<file path="src/rtl/lcd_pkg.sv">
// lcd_pkg: HD44780 command codes and state encodings shared by the LCD refresh controller.
package lcd_pkg;
   localparam logic [7:0] FUNC_SET = 8'h38;
   localparam logic [7:0] DISP_ON  = 8'h0C;
   localparam logic [7:0] DISP_CUR = 8'h0E;
   localparam logic [7:0] ENTRY    = 8'h06;
   localparam logic [7:0] CLEAR    = 8'h01;
   localparam logic [7:0] LINE1    = 8'h80;
   localparam logic [7:0] LINE2    = 8'hC0;
   typedef enum logic [2:0] {
      ST_PWRUP, ST_INIT, ST_LINE1, ST_LINE2, ST_DRAIN, ST_FETCH, ST_CURSOR, ST_ENDW
   } state_e;
   typedef enum logic [2:0] {WR_IDLE, WR_SETUP, WR_EN, WR_HOLD, WR_WAIT} wr_state_e;
   function automatic int max2(input int a, input int b);
      return a > b ? a : b;
   endfunction
endpackage

</file>
<file path="src/rtl/lcd_byte_writer.sv">
// lcd_byte_writer: one LCD byte transaction, SETUP -> EN -> HOLD -> WAIT by counted delays.
// A new start is accepted when idle or on the last WAIT cycle, so back-to-back bytes have no gap.
module lcd_byte_writer
   import lcd_pkg::*;
#(
   parameter int T_SETUP = 2,
   parameter int T_EN    = 13,
   parameter int T_HOLD  = 2,
   parameter int T_WAIT  = 2000,
   parameter int T_CLEAR = 82000
) (
   input  logic       clk,
   input  logic       reset,
   input  logic       start_i,
   input  logic [7:0] byte_i,
   input  logic       rs_i,
   input  logic       long_i,
   output logic       ready_o,
   output logic       done_o,
   output logic [7:0] data_o,
   output logic       rs_o,
   output logic       en_o
);
   localparam int CW = $clog2(max2(max2(max2(T_SETUP, T_EN), max2(T_HOLD, T_WAIT)), T_CLEAR) + 1);

   wr_state_e st_q, st_d;
   logic [CW-1:0] cnt_q, cnt_d;
   logic [7:0] data_q, data_d;
   logic rs_q, rs_d, long_q, long_d;

   assign done_o  = (st_q == WR_WAIT) && (cnt_q == (long_q ? CW'(T_CLEAR - 1) : CW'(T_WAIT - 1)));
   assign ready_o = (st_q == WR_IDLE) || done_o;
   assign data_o  = data_q;
   assign rs_o    = rs_q;
   assign en_o    = (st_q == WR_EN);

   always_comb begin
      st_d   = st_q;
      cnt_d  = cnt_q + 1'b1;
      data_d = data_q;
      rs_d   = rs_q;
      long_d = long_q;
      case (st_q)
         WR_SETUP: if (cnt_q == CW'(T_SETUP - 1)) begin st_d = WR_EN;   cnt_d = '0; end
         WR_EN:    if (cnt_q == CW'(T_EN - 1))    begin st_d = WR_HOLD; cnt_d = '0; end
         WR_HOLD:  if (cnt_q == CW'(T_HOLD - 1))  begin st_d = WR_WAIT; cnt_d = '0; end
         WR_WAIT:  if (done_o)                    begin st_d = WR_IDLE; cnt_d = '0; end
         default:  cnt_d = '0;
      endcase
      if (start_i && ready_o) begin
         st_d   = WR_SETUP;
         cnt_d  = '0;
         data_d = byte_i;
         rs_d   = rs_i;
         long_d = long_i;
      end
   end

   always_ff @(posedge clk) begin
      if (reset) begin
         st_q   <= WR_IDLE;
         cnt_q  <= '0;
         data_q <= 8'h00;
         rs_q   <= 1'b0;
         long_q <= 1'b0;
      end else begin
         st_q   <= st_d;
         cnt_q  <= cnt_d;
         data_q <= data_d;
         rs_q   <= rs_d;
         long_q <= long_d;
      end
   end
endmodule

</file>
<file path="src/rtl/lcd_refresh_ctrl.sv">
// lcd_refresh_ctrl: powers up a 16x2 HD44780 LCD and streams the 32-byte character buffer forever.
// Optional LCD_CURSOR_EN: adds cursor_addr, shows the underline cursor and repositions it each frame.
module lcd_refresh_ctrl
   import lcd_pkg::*;
#(
   parameter int T_PWRUP = 750000,
   parameter int T_SETUP = 2,
   parameter int T_EN    = 13,
   parameter int T_HOLD  = 2,
   parameter int T_WAIT  = 2000,
   parameter int T_CLEAR = 82000
) (
`ifdef LCD_CURSOR_EN
   input  logic [4:0] cursor_addr,
`endif
   input  logic       clk,
   input  logic       reset,
   output logic [4:0] raddr,
   input  logic [7:0] rdata,
   output logic [7:0] lcd_data,
   output logic       lcd_rs,
   output logic       lcd_rw,
   output logic       lcd_en,
   output logic       lcd_on,
   output logic       lcd_blon,
   output logic       frame_done
);
   localparam int PW = $clog2(T_PWRUP + 1);
`ifdef LCD_CURSOR_EN
   localparam logic [7:0] DISP_CMD = DISP_CUR;
   localparam state_e AFTER_LAST = ST_CURSOR;
`else
   localparam logic [7:0] DISP_CMD = DISP_ON;
   localparam state_e AFTER_LAST = ST_ENDW;
`endif

   state_e state_q, state_d;
   logic [PW-1:0] pw_q, pw_d;
   logic [1:0] idx_q, idx_d;
   logic [4:0] addr_q, addr_d, raddr_q, raddr_d;
   logic frame_done_q, frame_done_d;
   logic start, wrs, wlong, ready, done;
   logic [7:0] wbyte;

   lcd_byte_writer #(
      .T_SETUP(T_SETUP), .T_EN(T_EN), .T_HOLD(T_HOLD), .T_WAIT(T_WAIT), .T_CLEAR(T_CLEAR)
   ) u_writer (
      .clk(clk), .reset(reset), .start_i(start), .byte_i(wbyte), .rs_i(wrs), .long_i(wlong),
      .ready_o(ready), .done_o(done), .data_o(lcd_data), .rs_o(lcd_rs), .en_o(lcd_en)
   );

   assign raddr      = raddr_q;
   assign frame_done = frame_done_q;
   assign lcd_rw     = 1'b0;
   assign lcd_on     = 1'b1;
   assign lcd_blon   = 1'b0;

   // Command states issue as soon as the writer is ready; FETCH is entered only once the
   // previous byte has fully completed, giving the buffer one cycle of read access.
   always_comb begin
      state_d      = state_q;
      pw_d         = pw_q;
      idx_d        = idx_q;
      addr_d       = addr_q;
      raddr_d      = raddr_q;
      frame_done_d = (state_q == ST_ENDW) && done;
      start        = 1'b0;
      wbyte        = 8'h00;
      wrs          = 1'b0;
      wlong        = 1'b0;
      case (state_q)
         ST_PWRUP: begin
            pw_d = pw_q + 1'b1;
            if (pw_q == PW'(T_PWRUP - 1)) state_d = ST_INIT;
         end
         ST_INIT: begin
            start = ready;
            wbyte = idx_q == 2'd0 ? FUNC_SET : idx_q == 2'd1 ? DISP_CMD : idx_q == 2'd2 ? ENTRY : CLEAR;
            wlong = idx_q == 2'd3;
            if (ready) begin
               idx_d = idx_q + 1'b1;
               if (idx_q == 2'd3) state_d = ST_LINE1;
            end
         end
         ST_LINE1, ST_LINE2: begin
            start = ready;
            wbyte = state_q == ST_LINE1 ? LINE1 : LINE2;
            if (ready) state_d = ST_DRAIN;
         end
         ST_DRAIN: if (done) begin
            state_d = ST_FETCH;
            raddr_d = addr_q;
         end
         ST_FETCH: begin
            start   = 1'b1;
            wbyte   = rdata;
            wrs     = 1'b1;
            addr_d  = addr_q + 5'd1;
            state_d = addr_q == 5'd15 ? ST_LINE2 : addr_q == 5'd31 ? AFTER_LAST : ST_DRAIN;
         end
`ifdef LCD_CURSOR_EN
         ST_CURSOR: begin
            start = ready;
            wbyte = {1'b1, cursor_addr[4], 2'b00, cursor_addr[3:0]};
            if (ready) state_d = ST_ENDW;
         end
`endif
         ST_ENDW: if (done) state_d = ST_LINE1;
         default: state_d = ST_PWRUP;
      endcase
   end

   always_ff @(posedge clk) begin
      if (reset) begin
         state_q      <= ST_PWRUP;
         pw_q         <= '0;
         idx_q        <= 2'd0;
         addr_q       <= 5'd0;
         raddr_q      <= 5'd0;
         frame_done_q <= 1'b0;
      end else begin
         state_q      <= state_d;
         pw_q         <= pw_d;
         idx_q        <= idx_d;
         addr_q       <= addr_d;
         raddr_q      <= raddr_d;
         frame_done_q <= frame_done_d;
      end
   end
endmodule
</file>
<file path="config.mk">
export PLATFORM = sky130hd
export DESIGN_NAME = lcd_refresh_ctrl
export DESIGN_NICKNAME = d
export VERILOG_FILES = /design/src/rtl/lcd_pkg.sv /design/src/rtl/lcd_byte_writer.sv /design/src/rtl/lcd_refresh_ctrl.sv
export SDC_FILE = /design/constraint.sdc
export NUM_CORES = 1
export LEC_CHECK = 0
export CAP_MARGIN = 20
export CORE_ASPECT_RATIO = 1.75
export CORE_UTILIZATION = 45
export CTS_CLUSTER_DIAMETER = 150
export DETAILED_ROUTE_END_ITERATION = 8
export GPL_ROUTABILITY_DRIVEN = 0
export PLACE_DENSITY_LB_ADDON = 0.1
export SLEW_MARGIN = 15
export SYNTH_ARGS = -nofsm -noshare
export SYNTH_HDL_FRONTEND = slang
export SYNTH_SLANG_ARGS = --single-unit
</file>
<file path="constraint.sdc">
create_clock -name clk -period 6 [get_ports clk]
set_input_delay 0.6 -clock clk [delete_from_list [all_inputs] [get_ports clk]]
set_output_delay 0.6 -clock clk [all_outputs]
set_load 0.01 [all_outputs]
</file>
==> reports/qor.csv, run 1 <==
stage,metric,value,unit
logic_synthesis,mean post-synth cell area,8.69,sq um
clock_tree,post-CTS sizing,0,
power,Sw Share,19.6,%
logic_synthesis,asr flop ratio synth,0,%
timing,final hold viol count,0,
power,Leak,1.36,nW
timing,final setup vio count,0,
power,Comb power frac,2.0,%
drt,WL/cell,15.3,um
placement,# port buffers,25,
global_route,first-pass GRT wire length,12700,um
final_layout,Layout Nets,424,
timing,fmax,446,MHz
drt,via/cell ratio,5.63,
setup_path,Worst Path Required,6180,ps
global_route,vias in the first global route,2770,
clock_tree,Post-CTS Repair Setup Buffers,0,
clock_tree,Worst-Skew Late Latency,330,ps
clock_tree,"Reg clk slew, reported paths",50,ps
floorplan,top-level I/O count,29,
drt,Pre-Repair DR Iteration Count,5,
setup_path,critical path arrival,2420,ps
timing,Tcrit/Tclk final,37.4,%
placement,HPWL Detailed,5350,um
logic_synthesis,sequential fraction of the synthesis area,39.4,%
final_layout,proportion of layout cells with a drive suffix above 1,7.37,%
floorplan,full die area,0.00782,sq mm
logic_synthesis,Post-Synth Simple-Gate Area,27.3,%
timing,Slew HR,32.9,%
setup_path,crit path kind,register to register,
clock_tree,CTS Root Cell,clkbuf_16,
timing,Tmin final,2240,ps
power,Sequential Power Share,43.2,%
setup_path,Setup crit start kind,register,
final_layout,diodes inserted,0,
drt,remaining antenna violation count,0,
power,Cell Int Power,0.000822,W
setup_path,Crit Path Max Fanout,25,
logic_synthesis,Synth Register Bits,66,
drt,Starting DRT DRC Count,119,
power,Cell Pwr Density,261,mW/mm^2
drt,DRC errors left,0,
worst_hold_path,hold endpoint,raddr[4],
setup_path,reg-to-reg endpoint,u_writer.data_o[5],
drt,via total after detailed routing,2778,
worst_hold_path,hold path cells,2,
timing,Slew Limit Fails,0,
timing,Layout Skew,5.22,ps
final_layout,synthesis-to-finish area growth,16.7,%
power,VDD IR max,0.230,mV
setup_path,r2r setup slk,3760,ps
setup_path,FF-to-FF path depth,5,
setup_path,crit end category,register,
logic_synthesis,number of synthesized flops with an enable pin,0,
global_route,initial antenna violation count,0,
worst_hold_path,critical hold path startpoint,raddr[4],
global_route,total global-route track usage,21.8,%
logic_synthesis,Syn Inst Count,386,
timing,worst setup margin,3760,ps
logic_synthesis,Adder-Cell Fraction of Synth Area,4.48,%
drt,Total Wirelength,7530,um
power,sw power,0.000201,W
final_layout,"Core Util, Final",54.1,%
logic_synthesis,Synth Warn #,0,
clock_tree,clock sinks,66,
run,Max-cap violations,0,
logic_synthesis,Netlist cell types,55,
global_route,Overflow after GRT,0,
power,Clk pwr share,54.8,%
logic_synthesis,Synth Area in XOR/XNOR,9.40,%
power,total power,0.00102,W
clock_tree,CTS tree,yes,
clock_tree,Clock Path Buffers,2,
run_status,run status,finished clean,
floorplan,Die H,116,um
logic_synthesis,"Top FF cell, synth",dfxtp_1,
logic_synthesis,area of the mapped netlist,0.00335,sq mm
clock_tree,Num CTS Buffers,9,
floorplan,Die W,67.3,um
floorplan,initial cell density of the core,46.4,%
logic_synthesis,largest family of logic cells by synthesized area,simple AND/OR/NAND/NOR gates,
clock_tree,H-tree depth,3,
timing,Post-Route Setup TNS,0,ps
timing,RSZ-0062 raised after global routing,no,
logic_synthesis,multiplexer area fraction after synthesis,2.09,%
clock_tree,CTS Hold Bufs,0,
worst_hold_path,Hold Crit Class,register to register,
logic_synthesis,Synth Area in Compound Gates,11.9,%
placement,placed cell area,0.00360,sq mm
timing,worst slew pin tran,1000,ps
floorplan,core area,0.00723,sq mm
setup_path,RR Startpoint,u_writer.cnt_q[5],
placement,Setup WS pre-CTS,3710,ps
final_layout,post-route design area,0.00392,sq mm
global_route,pin count of the biggest net entering global routing,63,
floorplan,row count,41,
area by class of cell:
| type | instances | area, sq um |
|---|---|---|
| multi-input combinational | 285 | 1860 |
| inverter | 14 | 52.6 |
| timing repair buffer | 26 | 253 |
| sequential | 66 | 1320 |
| clock buffer | 11 | 243 |
| clock inverter | 5 | 77.6 |
| tap | 86 | 108 |
| fill | 681 | 3320 |
through the flow:
step           cells  hold slack (ps)
2_1_floorplan    387              457
3_3_place_gp     477              475
3_5_place_dp     477              480
4_1_cts          493              501
5_1_grt          493              522
6_report         493              496
critical path, cell delays in order (launching register included):
cell and delay (ps):
dfxtp_1 360, or4_4 590, nor4_4 310, a21oi_1 180, nor2_4 500, a211oi_1 150
logic make-up (layout without fill, tap and decap cells):
kind of cell             after synthesis  in the layout
flip-flops                            66             66
XOR/XNOR                              36             36
adder cells (fa/ha/maj)               12             12
buffers and inverters                 36             56
other                                  2              3
AO/OA/AOI/OAI                         60             60
multiplexers                           7              7
AND/OR/NAND/NOR                      167            167
power groups by stage:
| stage | logic, W | clock network (W) | registers (W) |
|---|---|---|---|
| 6_report | 0.0000200 | 0.000560 | 0.000442 |
| 5_1_grt | 0.0000221 | 0.000592 | 0.000442 |
| 3_3_place_gp | 0.0000199 | 0 | 0.000451 |
| 2_1_floorplan | 0.0000127 | 0 | 0.000451 |
| 4_1_cts | 0.0000200 | 0.000573 | 0.000442 |
| 3_5_place_dp | 0.0000200 | 0 | 0.000451 |
sequential cells by signal, indices dropped and copies added, names as in the netlist, 2 cells and up:
signal / count
addr_q: 5
state_q: 3
idx_q: 2
raddr: 5
u_writer.cnt_q: 17
pw_q: 20
u_writer.st_q: 3
u_writer.data_o: 8
cell usage in the layout, fill, tap and decap left out, drive strengths merged, types with 14 or more instances in the layout:
cell type,synthesis,layout
dfxtp,66,66
nor2,44,44
nor4,26,26
clkdlybuf4s50,0,24
xnor2,22,22
a21oi,20,20
nand2,20,20
nor3,17,17
inv,14,14
nand4,14,14
xor2,14,14
Yosys cell counts (all sizes together), types with 9 or more instances:
master  number  area [sq um]
xnor2       22           193
clkbuf       9          33.8
nor4        26           184
a21oi       20           100
ha          12           150
nor3        17          90.1
buf         13          88.8
dfxtp       66          1320
nand4       14          87.6
a211oi       9          67.6
nor2        44           173
nand2       20          75.1
xor2        14           123
nand3       11          55.1
inv         14          52.6
layer usage:
layer | up-vias | global-route usage (%) | part of all wire, %
li1 | 1413 | - | -
met1 | 1311 | 22.3 | 40
met2 | 40 | 39.3 | 54
met3 | 14 | 5.76 | 2.7
met4 | 0 | 11.1 | 3.0
met5 | - | 0 | 0
how the worst max path moves through the flow:
| stage | depth (start not counted) | start | slack, ps | to |
|---|---|---|---|---|
| 6_report | 5 | u_writer.cnt_q[5] | 3760 | u_writer.data_o[5] |
| 5_1_grt | 5 | u_writer.cnt_q[8] | 3520 | u_writer.cnt_q[8] |
| 4_1_cts | 5 | u_writer.cnt_q[9] | 3710 | u_writer.cnt_q[5] |
| 3_5_place_dp | 5 | u_writer.cnt_q[9] | 3710 | u_writer.cnt_q[5] |
| 3_3_place_gp | 5 | u_writer.cnt_q[5] | 3780 | u_writer.data_o[7] |
| 2_1_floorplan | 8 | u_writer.cnt_q[4] | 4050 | u_writer.cnt_q[10] |
No activity file was read; power rests on OpenSTA's default activity.
==> run 2: changes to the inputs <==
==> constraint.sdc (replaced) <==
create_clock -name clk -period 2 [get_ports clk]
set_input_delay 0.2 -clock clk [delete_from_list [all_inputs] [get_ports clk]]
set_output_delay 0.2 -clock clk [all_outputs]
set_load 0.01 [all_outputs]
==> run 2 against run 1 <==
Effect of this change:
- via count is 3.0% higher
- cell area grew 6.3%
- clock power grew to 2.8 times the previous value
- critical path type unchanged
==> reports/qor.csv, run 2 (synthesis results as in run 1) <==
stage,metric,value,unit,change
run_status,run status,finished clean,,unchanged
power,sw power,0.000617,W,was 0.000201 W
global_route,GRT busiest layer,met2,,unchanged
timing,Tcrit/Tclk final,96.5,%,was 37.4%
global_route,pin count of the biggest net entering global routing,62,,was 63
timing,RSZ-0062 raised after global routing,yes,,was no
setup_path,Worst path slowest cell,or4_4,,unchanged
placement,placed cell area,0.00381,sq mm,was 0.00360 sq mm
global_route,first-pass GRT wire length,12700,um,about the same
timing,worst slew pin tran,635,ps,was 1000 ps
timing,Tmin final,1930,ps,was 2240 ps
setup_path,Crit Path Max Fanout,4,,was 25
final_layout,most frequent cells in the layout,"65 x dfxtp_1, 43 x nor2_1, 24 x clkdlybuf4s50_1",,"was 66 x dfxtp_1, 43 x nor2_1, 24 x nor4_1, 24 x clkdlybuf4s50_1, 22 x xnor2_1"
setup_path,Worst Path Required,2190,ps,was 6180 ps
timing,Layout Skew,4.28,ps,was 5.22 ps
setup_path,Setup crit start kind,register,,unchanged
setup_path,Bufs and invs on worst path,1,,was 0
final_layout,"Core Util, Final",57.6,%,was 54.1%
clock_tree,"Reg clk slew, reported paths",60,ps,was 50 ps
run,Max-cap violations,0,,unchanged
power,Cell Int Power,0.00231,W,was 0.000822 W
final_layout,post-route design area,0.00416,sq mm,was 0.00392 sq mm
final_layout,filler cell count,657,,was 681
setup_path,critical path arrival,2120,ps,was 2420 ps
floorplan,row count,41,,unchanged
final_layout,"commonest non-fill, non-tap cell in the layout",dfxtp_1,,unchanged
power,Comb power frac,2.0,%,about the same
global_route,met2 Use GR,40.7,%,was 39.3%
power,Sequential Power Share,45.3,%,was 43.2%
clock_tree,CTS tree,yes,,unchanged
final_layout,proportion of layout cells with a drive suffix above 1,14.8,%,was 7.37%
global_route,met1 usage,22.9,%,was 22.3%
drt,WL/cell,15.1,um,was 15.3 um
drt,via/cell ratio,5.52,,was 5.63
floorplan,top-level I/O count,29,,unchanged
setup_path,Max stage delay on crit path,540,ps,was 590 ps
drt,DRC errors left,0,,unchanged
floorplan,core area,0.00723,sq mm,unchanged
timing,final hold viol count,0,,unchanged
placement,HPWL Detailed,5630,um,was 5350 um
clock_tree,Num CTS Buffers,9,,unchanged
global_route,GR Util met3,3.91,%,was 5.76%
clock_tree,clock sinks,66,,unchanged
timing,final setup vio count,0,,unchanged
drt,remaining antenna violation count,0,,unchanged
worst_hold_path,Hold Crit Class,input pin to register,,was register to register
clock_tree,Worst-Skew Late Latency,330,ps,about the same
global_route,initial antenna violation count,0,,unchanged
power,Cell Pwr Density,703,mW/mm^2,was 261 mW/mm^2
power,VDD IR max,0.465,mV,was 0.230 mV
clock_tree,Clock Path Buffers,2,,unchanged
timing,Slew HR,57.7,%,was 32.9%
setup_path,Crit path max-delay family,simple AND/OR/NAND/NOR gates,,unchanged
setup_path,crit path cell chain,or4_4 -> nor4_4 -> a211oi_2 -> buf_4 -> nor4_2 -> nor3_2,,was or4_4 -> nor4_4 -> a21oi_1 -> nor2_4 -> a211oi_1
floorplan,initial cell density of the core,46.4,%,unchanged
final_layout,synthesis-to-finish area growth,24.1,%,was 16.7%
setup_path,crit end category,register,,unchanged
power,Clk pwr share,52.7,%,was 54.8%
clock_tree,H-tree depth,3,,unchanged
power,Leak,1.48,nW,was 1.36 nW
timing,Slew Limit Fails,0,,unchanged
final_layout,diodes inserted,0,,unchanged
final_layout,Layout Nets,449,,was 424
floorplan,full die area,0.00782,sq mm,unchanged
placement,# port buffers,25,,unchanged
drt,via total after detailed routing,2861,,was 2778
clock_tree,CTS Root Cell,clkbuf_16,,unchanged
final_layout,Top reg by flops,pw_q,,unchanged
floorplan,Die W,67.3,um,unchanged
timing,fmax,518,MHz,was 446 MHz
global_route,Overflow after GRT,0,,unchanged
drt,Total Wirelength,7830,um,was 7530 um
drt,Starting DRT DRC Count,88,,was 119
floorplan,Die H,116,um,unchanged
global_route,total global-route track usage,22.1,%,was 21.8%
final_layout,Largest register FFs,20,,unchanged
drt,Pre-Repair DR Iteration Count,4,,was 5
setup_path,crit path kind,register to register,,unchanged
power,Sw Share,21.1,%,was 19.6%
global_route,vias in the first global route,2736,,was 2770
==> run 2: cell types whose count changed in the layout (fill, tap and decap cells not counted), sizes merged <==
cell / delta
buf: +25
clkinvlp: +2
bufinv: -1
clkbuf: -1
clkinv: -1
inv: +1
==> run 2: power groups by stage <==
stage                     combinational [W]  clock [W]  sequential, W
after floorplan                   0.0000381          0        0.00135
after global placement            0.0000602          0        0.00135
after detailed placement          0.0000607          0        0.00135
after CTS                         0.0000608    0.00158        0.00133
after global routing              0.0000668    0.00163        0.00133
final                             0.0000595    0.00154        0.00133
==> run 2: layer usage <==
layer	vias to the layer above	part of all wire, %	wire length, um
met1	1369	41	3190
met3	8	1.8	143
li1	1464	-	-
met2	20	56	4380
met5	-	0	0
met4	0	1.6	123
==> run 2: path summary, 6_finish.rpt <==
check                                        start  depth (start not counted)            end  slack (ps)
worst max register to register  u_writer.cnt_q[11]                          6     state_q[0]          70
worst max-delay path            u_writer.cnt_q[11]                          6     state_q[0]          70
worst min-delay path                         reset                          4     state_q[2]         300
worst min register to register       u_writer.rs_o                          1  u_writer.rs_o         490
==> run 2: cell type report <==
| cell class | instances | area (sq um) | share of cell area (%) |
|---|---|---|---|
| Inverter | 14 | 52.6 | 1.26 |
| Clock inverter | 6 | 66.3 | 1.59 |
| Sequential cell | 66 | 1320 | 31.8 |
| Tap cell | 86 | 108 | 2.58 |
| Timing Repair Buffer | 51 | 478 | 11.5 |
| Clock buffer | 10 | 229 | 5.50 |
| Multi-Input combinational cell | 285 | 1910 | 45.8 |
==> run 2: metrics by stage <==
stage	instances	hold WS, ps	setup slack (ps)	TNS [ps]	total power [W]
after floorplan	387	423	50.2	0	0.00139
after global placement	500	467	81.0	0	0.00141
after detailed placement	500	472	47.0	0	0.00141
after CTS	516	295	44.7	0	0.00297
after global routing	518	320	-15.6	-24.1	0.00303
final	518	296	70.8	0	0.00293
==> run 2: repair_timing <==
| item | 4_1_cts | 5_1_grt |
|---|---|---|
| resized for setup | 0 | 10 |
| setup endpoints to repair | 0 | 33 |
| hold buffers | 0 | 0 |
| buffers inserted | 0 | 2 |
==> run 2: worst reg2reg max path, cell delays in order (launching register included) <==
cell,delay (ps)
dfxtp_1,350
or4_4,540
nor4_4,250
a211oi_2,140
buf_4,160
nor4_2,290
nor3_2,60
